===== config.mk =====
export PLATFORM = sky130hd
export DESIGN_NAME = regfile_wb_arbiter
export DESIGN_NICKNAME = d
export VERILOG_FILES = /design/src/rtl/wb_arb_pkg.sv /design/src/rtl/wb_result_fifo.sv /design/src/rtl/regfile_wb_arbiter.sv
export SDC_FILE = /design/constraint.sdc
export NUM_CORES = 1
export LEC_CHECK = 0
export CAP_MARGIN = 40
export CORE_AREA = 2 2 121 123
export CTS_BUF_LIST = sky130_fd_sc_hd__clkbuf_16
export DETAILED_ROUTE_END_ITERATION = 8
export DIE_AREA = 0 0 123 125
export GPL_ROUTABILITY_DRIVEN = 0
export PLACE_DENSITY = 0.75
export SKIP_LAST_GASP = 1
export SLEW_MARGIN = 0
export SYNTH_ARGS = -nofsm -noshare
export SYNTH_HDL_FRONTEND = slang
export SYNTH_SLANG_ARGS = --single-unit

===== constraint.sdc =====
create_clock -name clk -period 2.41 [get_ports clk]
set_clock_uncertainty 0.15 [all_clocks]
set_input_delay 0.482 -clock clk [delete_from_list [all_inputs] [get_ports clk]]
set_output_delay 0.482 -clock clk [all_outputs]
set_load 0.01 [all_outputs]

===== src/rtl/wb_arb_pkg.sv =====
// Shared types and constants for the register-file write-port arbiter.
//   XLEN       - register data width
//   REG_ADDR_W - register index width
//   NUM_REGS   - number of architectural registers
//   wb_entry_t - one pending register write {id, data}
package wb_arb_pkg;

  localparam int XLEN       = 32;
  localparam int REG_ADDR_W = 5;
  localparam int NUM_REGS   = 2 ** REG_ADDR_W;

  typedef struct packed {
    logic [REG_ADDR_W-1:0] id;
    logic [XLEN-1:0]       data;
  } wb_entry_t;

endpackage


===== src/rtl/wb_result_fifo.sv =====
// Synchronous in-order FIFO holding long-latency results awaiting a free
// register-file write slot.
//   clk, rst   - clock, synchronous active-high reset
//   push, din  - enqueue din (ignored when full)
//   pop        - dequeue head (ignored when empty)
//   full/empty - occupancy flags
//   count      - occupancy, 0..DEPTH
//   head       - oldest entry (valid when !empty)
module wb_result_fifo
  import wb_arb_pkg::*;
#(
  parameter int DEPTH = 2
) (
  input  logic                       clk,
  input  logic                       rst,
  input  logic                       push,
  input  wb_entry_t                  din,
  input  logic                       pop,
  output logic                       full,
  output logic                       empty,
  output logic [$clog2(DEPTH+1)-1:0] count,
  output wb_entry_t                  head
);

  localparam int CNT_W = $clog2(DEPTH + 1);
  localparam int PTR_W = (DEPTH > 1) ? $clog2(DEPTH) : 1;

  wb_entry_t        mem [DEPTH];
  logic [PTR_W-1:0] wr_ptr, rd_ptr;
  logic             do_push, do_pop;

  assign full    = (count == CNT_W'(DEPTH));
  assign empty   = (count == '0);
  assign do_push = push && !full;
  assign do_pop  = pop && !empty;
  assign head    = mem[rd_ptr];

  // Pointers wrap modulo DEPTH, so non-power-of-two depths work too.
  function automatic logic [PTR_W-1:0] ptr_inc(input logic [PTR_W-1:0] p);
    return (p == PTR_W'(DEPTH - 1)) ? '0 : p + PTR_W'(1);
  endfunction

  always_ff @(posedge clk) begin
    if (rst) begin
      wr_ptr <= '0;
      rd_ptr <= '0;
      count  <= '0;
    end else begin
      if (do_push) wr_ptr <= ptr_inc(wr_ptr);
      if (do_pop)  rd_ptr <= ptr_inc(rd_ptr);
      if (do_push && !do_pop)      count <= count + CNT_W'(1);
      else if (do_pop && !do_push) count <= count - CNT_W'(1);
    end
  end

  // Storage needs no reset; entries are only read behind a valid count.
  always_ff @(posedge clk) begin
    if (do_push) mem[wr_ptr] <= din;
  end

endmodule


===== src/rtl/regfile_wb_arbiter.sv =====
// Arbitrates the single register-file write port between the in-order
// writeback stage (fixed priority) and buffered long-latency results, and
// tracks destinations with results still in flight.
//   clk, rst                    - clock, synchronous active-high reset
//   wb_en/wb_id/wb_data         - writeback stage write request
//   lu_valid/lu_ready/lu_id/... - long-latency result handshake
//   issue_en/issue_id           - long-latency op issued (marks dest busy)
//   rf_we/rf_waddr/rf_wdata     - registered register-file write port
//   busy_mask                   - per-register outstanding-result flags
//   stall_req                   - ask the pipeline to idle so the FIFO drains
//   q_count                     - FIFO occupancy
module regfile_wb_arbiter
  import wb_arb_pkg::*;
#(
  parameter int XLEN         = wb_arb_pkg::XLEN,
  parameter int REG_ADDR_W   = wb_arb_pkg::REG_ADDR_W,
  parameter int DEPTH        = 2,
  parameter int STARVE_LIMIT = 4
) (
  input  logic                       clk,
  input  logic                       rst,
  input  logic                       wb_en,
  input  logic [REG_ADDR_W-1:0]      wb_id,
  input  logic [XLEN-1:0]            wb_data,
  input  logic                       lu_valid,
  output logic                       lu_ready,
  input  logic [REG_ADDR_W-1:0]      lu_id,
  input  logic [XLEN-1:0]            lu_data,
  input  logic                       issue_en,
  input  logic [REG_ADDR_W-1:0]      issue_id,
  output logic                       rf_we,
  output logic [REG_ADDR_W-1:0]      rf_waddr,
  output logic [XLEN-1:0]            rf_wdata,
  output logic [2**REG_ADDR_W-1:0]   busy_mask,
  output logic                       stall_req,
  output logic [$clog2(DEPTH+1)-1:0] q_count
);

  localparam int AGE_W = $clog2(STARVE_LIMIT + 1);

  logic             fifo_full, fifo_empty;
  logic             push, pop, wb_req;
  wb_entry_t        head, din;
  logic [AGE_W-1:0] age;
  logic [2**REG_ADDR_W-1:0] busy_nxt;

  // Writes to x0 are not real requests: they neither win the slot nor
  // occupy the FIFO.
  assign wb_req   = wb_en && (wb_id != '0);
  assign lu_ready = !rst && !fifo_full;
  assign push     = lu_valid && lu_ready && (lu_id != '0);
  assign pop      = !wb_req && !fifo_empty;
  assign din      = '{id: lu_id, data: lu_data};

  wb_result_fifo #(.DEPTH(DEPTH)) u_fifo (
    .clk   (clk),
    .rst   (rst),
    .push  (push),
    .din   (din),
    .pop   (pop),
    .full  (fifo_full),
    .empty (fifo_empty),
    .count (q_count),
    .head  (head)
  );

  // Registered write port; address/data hold when idle.
  always_ff @(posedge clk) begin
    if (rst) begin
      rf_we    <= 1'b0;
      rf_waddr <= '0;
      rf_wdata <= '0;
    end else begin
      rf_we <= wb_req || pop;
      if (wb_req) begin
        rf_waddr <= wb_id;
        rf_wdata <= wb_data;
      end else if (pop) begin
        rf_waddr <= head.id;
        rf_wdata <= head.data;
      end
    end
  end

  // Scoreboard: a new issue to a register overrides the retiring pop of
  // that same register, since it denotes a younger outstanding result.
  always_comb begin
    busy_nxt = busy_mask;
    if (pop) busy_nxt[head.id] = 1'b0;
    if (issue_en && (issue_id != '0)) busy_nxt[issue_id] = 1'b1;
    busy_nxt[0] = 1'b0;
  end

  always_ff @(posedge clk) begin
    if (rst) busy_mask <= '0;
    else     busy_mask <= busy_nxt;
  end

  // Starvation age: cycles the head has waited behind the writeback stage.
  always_ff @(posedge clk) begin
    if (rst || fifo_empty || pop)         age <= '0;
    else if (age != AGE_W'(STARVE_LIMIT)) age <= age + AGE_W'(1);
  end

  assign stall_req = fifo_full || (age == AGE_W'(STARVE_LIMIT));

endmodule


==> impl_metrics.json <==
{
  "min_path_cells": 2,
  "yosys-top-cells-area": "edfxtp_1, dfxtp_1, nand2_1",
  "antenna_cells": 0,
  "io_pins": 158,
  "synthAdderAreaFrac_pct": 0.619,
  "hp-class": "input pin to register",
  "grt_use_total_pct": 20.9,
  "std_cell_rows": 44,
  "drive_gt1_share_pct": 10.3,
  "fill_cells": 1152,
  "p_sw_uw": 2380,
  "ys.warnings.count": 0,
  "synthFlopType": "dfxtp_1",
  "die_w_um": 123,
  "period_share_pct": 98.2,
  "relSlewSlack_pct": 49.4,
  "cp.required_ns": 2.61,
  "clkLatencyLatePin_ns": 0.42,
  "r2r_cells": 4,
  "coreArea_mm2": 0.0142,
  "start_util_pct": 42.7,
  "netSwitchingFraction_pct": 30.7,
  "rr_endpoint": "busy_mask[17]",
  "pwr-share-clk_pct": 30.5,
  "cpLargestDelayFamily": "simple AND/OR/NAND/NOR gates",
  "cts_hold_buf": 0,
  "layout.nets": 799,
  "first_global_vias": 4866,
  "path_buf_inv": 1,
  "io_buffers": 156,
  "ys_seq_area_share_pct": 62.1,
  "setup_viol": 0,
  "drtIter0Drc": 404,
  "syn_to_final_growth_pct": 40.5,
  "start_kind": "input pin",
  "p_int_uw": 5370,
  "vdd_drop_max_mv": 0.539,
  "fmax_mhz": 423,
  "vias_per_cell": 5.42,
  "syn_area_mm2": 0.00606,
  "fin_crit_ns": 2.37,
  "clkTransAtPathRegs_ns": 0.06,
  "ys_types": 37,
  "synth_edf_count": 74,
  "dr_total_vias": 4924,
  "finalHoldViolCount": 0,
  "cts_sinks": 151,
  "postCtsSetupRepairBufs": 0,
  "leakagePower_uw": 0.00287,
  "p_seq_share_pct": 40.7,
  "antenna_left": 0,
  "die-area_mm2": 0.0154,
  "slew_viol_final": 0,
  "grt_max_degree": 72,
  "synthesis.nets": 632,
  "crit_chain": "clkdlybuf4s50_1 -> or4_4 -> o21ai_4 -> nand2_1 -> ha_4 -> xor2_1 -> or3_1 -> a21oi_2",
  "seq_area_mm2": 0.00377,
  "async_reset_ff_share_pct": 0,
  "power_frac_comb_pct": 28.8,
  "synth-seq-cells": 151,
  "setup_tns_ns": 0,
  "dp_hpwl_um": 10800,
  "htreeDepth": 4,
  "hp-start": "rst",
  "cap_violations": 0,
  "multi_input_comb_area_mm2": 0.00215,
  "synth_xor_area_share_pct": 0.433,
  "routed_wl_um": 15600,
  "synth_top_family_by_area": "compound AO/OA/AOI/OAI gates",
  "yosys-mux-area-fraction_pct": 6.83,
  "clk_path_buf_depth": 2,
  "die_h_um": 125,
  "cts_tree": "yes",
  "post_drt_wl_per_cell_um": 17.2,
  "antenna_found_initial": 0,
  "path_class": "input pin to register",
  "min_to": "rf_wdata[24]",
  "cp_slowest_cell": "or4_4",
  "grt_pass1_wl_um": 24800,
  "post-route-drc-count": 0,
  "yosysMostFrequentCell": "nand2_1",
  "clockRootBuffer": "clkbuf_16",
  "slowest_delay_ns": 0.58,
  "grt_overflow_total": 0,
  "yosys-top-cells-count": "nand2_1, dfxtp_1, edfxtp_1",
  "cp.arrival_ns": 2.56,
  "synth_top_area_share_pct": 36.6,
  "worst_pin_slew_ns": 0.760,
  "yosys.area.top_type": "edfxtp_1",
  "syn-mean-instance-area_um2": 11.1,
  "fin_util_pct": 60.0,
  "status": "completed",
  "cp-end-kind": "register",
  "final_cells": 909,
  "powerDensity_mw_per_mm2": 910,
  "path_max_fanout": 2,
  "synthSimpleGateAreaFrac_pct": 11.2,
  "rsz0062_at_grt": "no",
  "reg2reg_slack_ns": 0.30,
  "drt-pass1-iter-count": 5,
  "dpl.cell_count": 877,
  "cts_made_buffers": 17,
  "synth_compound_area_share_pct": 15.7,
  "synthCells": 545
}
power groups by stage:
| stage | combinational (uW) | sequential (uW) | clock, uW |
|---|---|---|---|
| 3_3_place_gp | 2170 | 3190 | 0 |
| 6_report | 2230 | 3160 | 2360 |
| 5_1_grt | 2430 | 3190 | 2520 |
| 3_5_place_dp | 2220 | 3200 | 0 |
| 2_1_floorplan | 1270 | 3220 | 0 |
| 4_1_cts | 2230 | 3160 | 2410 |
per-layer routing:
metal,GRT usage (%),wire [um],share of wire [%]
met1,26.3,6500,42
met4,7.09,174,1.1
met3,7.48,1380,8.9
met5,0,0,0
met2,33.2,7580,48
cells in the final DEF (no fill, tap or decap), drive strengths merged, types with 3 or more instances in the layout:
| cell | n |
|---|---|
| edfxtp | 74 |
| inv | 8 |
| clkbuf | 17 |
| nand2 | 111 |
| mux2 | 3 |
| o211ai | 37 |
| nor2b | 3 |
| o21ai | 4 |
| ha | 3 |
| nand2b | 4 |
| a311oi | 23 |
| and3 | 3 |
| a21oi | 73 |
| nor3 | 11 |
| clkinv | 8 |
| buf | 31 |
| o41ai | 8 |
| nor4 | 3 |
| nand3 | 3 |
| dfxtp | 77 |
| clkdlybuf4s50 | 155 |
| nor2 | 10 |
| mux2i | 38 |
area by class of cell:
cell class                 count  area share [%]
sequential                   151            44.2
multi-input combinational    352            25.2
timing repair buffer         186            21.5
clock buffer                  17            4.99
tap                          184            2.70
clock inverter                15            1.19
inverter                       4           0.176
cell families after synthesis:
group | after synthesis
buffers and inverters | 42
adder cells (fa/ha/maj) | 3
AO/OA/AOI/OAI | 147
flip-flops | 151
XOR/XNOR | 3
other | 1
multiplexers | 41
AND/OR/NAND/NOR | 157
how the worst max path moves through the flow:
stage          slack (ns)              end  cells past startpoint  startpoint
2_1_floorplan       0.009  u_fifo.count[1]                      8    wb_id[1]
3_3_place_gp        -0.29  u_fifo.count[1]                      8    wb_id[1]
3_5_place_dp        -0.37  u_fifo.count[1]                      8    wb_id[1]
4_1_cts              0.03        stall_req                      5      age[0]
5_1_grt             0.003        stall_req                      5      age[0]
6_report             0.04  u_fifo.count[1]                      8    wb_id[3]
registers in the layout, indices dropped and copies added (netlist names), named ones only:
| register | cells |
|---|---|
| u_fifo.wr_ptr | 1 |
| u_fifo.count | 2 |
| busy_mask | 31 |
| age | 3 |
| rf_wdata | 32 |
| rf_waddr | 5 |
| u_fifo.mem | 74 |
| u_fifo.rd_ptr | 1 |
| rf_we | 1 |
metrics by stage:
step	total power (uW)	hold WS (ns)	instance area, um2	worst slack (ns)
5_1_grt	8140	0.205	8520	0.00334
6_report	7750	0.201	8520	0.0435
3_3_place_gp	5360	0.323	7990	-0.294
3_5_place_dp	5420	0.328	7990	-0.373
2_1_floorplan	4490	0.330	6100	0.00920
4_1_cts	7800	0.181	8520	0.0266
what timing repair did:
action,CTS,global route
pin swaps,0,1
endpoints found under the hold margin,0,0
resized for setup,2,2
endpoints found under the setup margin,2,2
Power figures use the tool's default switching activity.
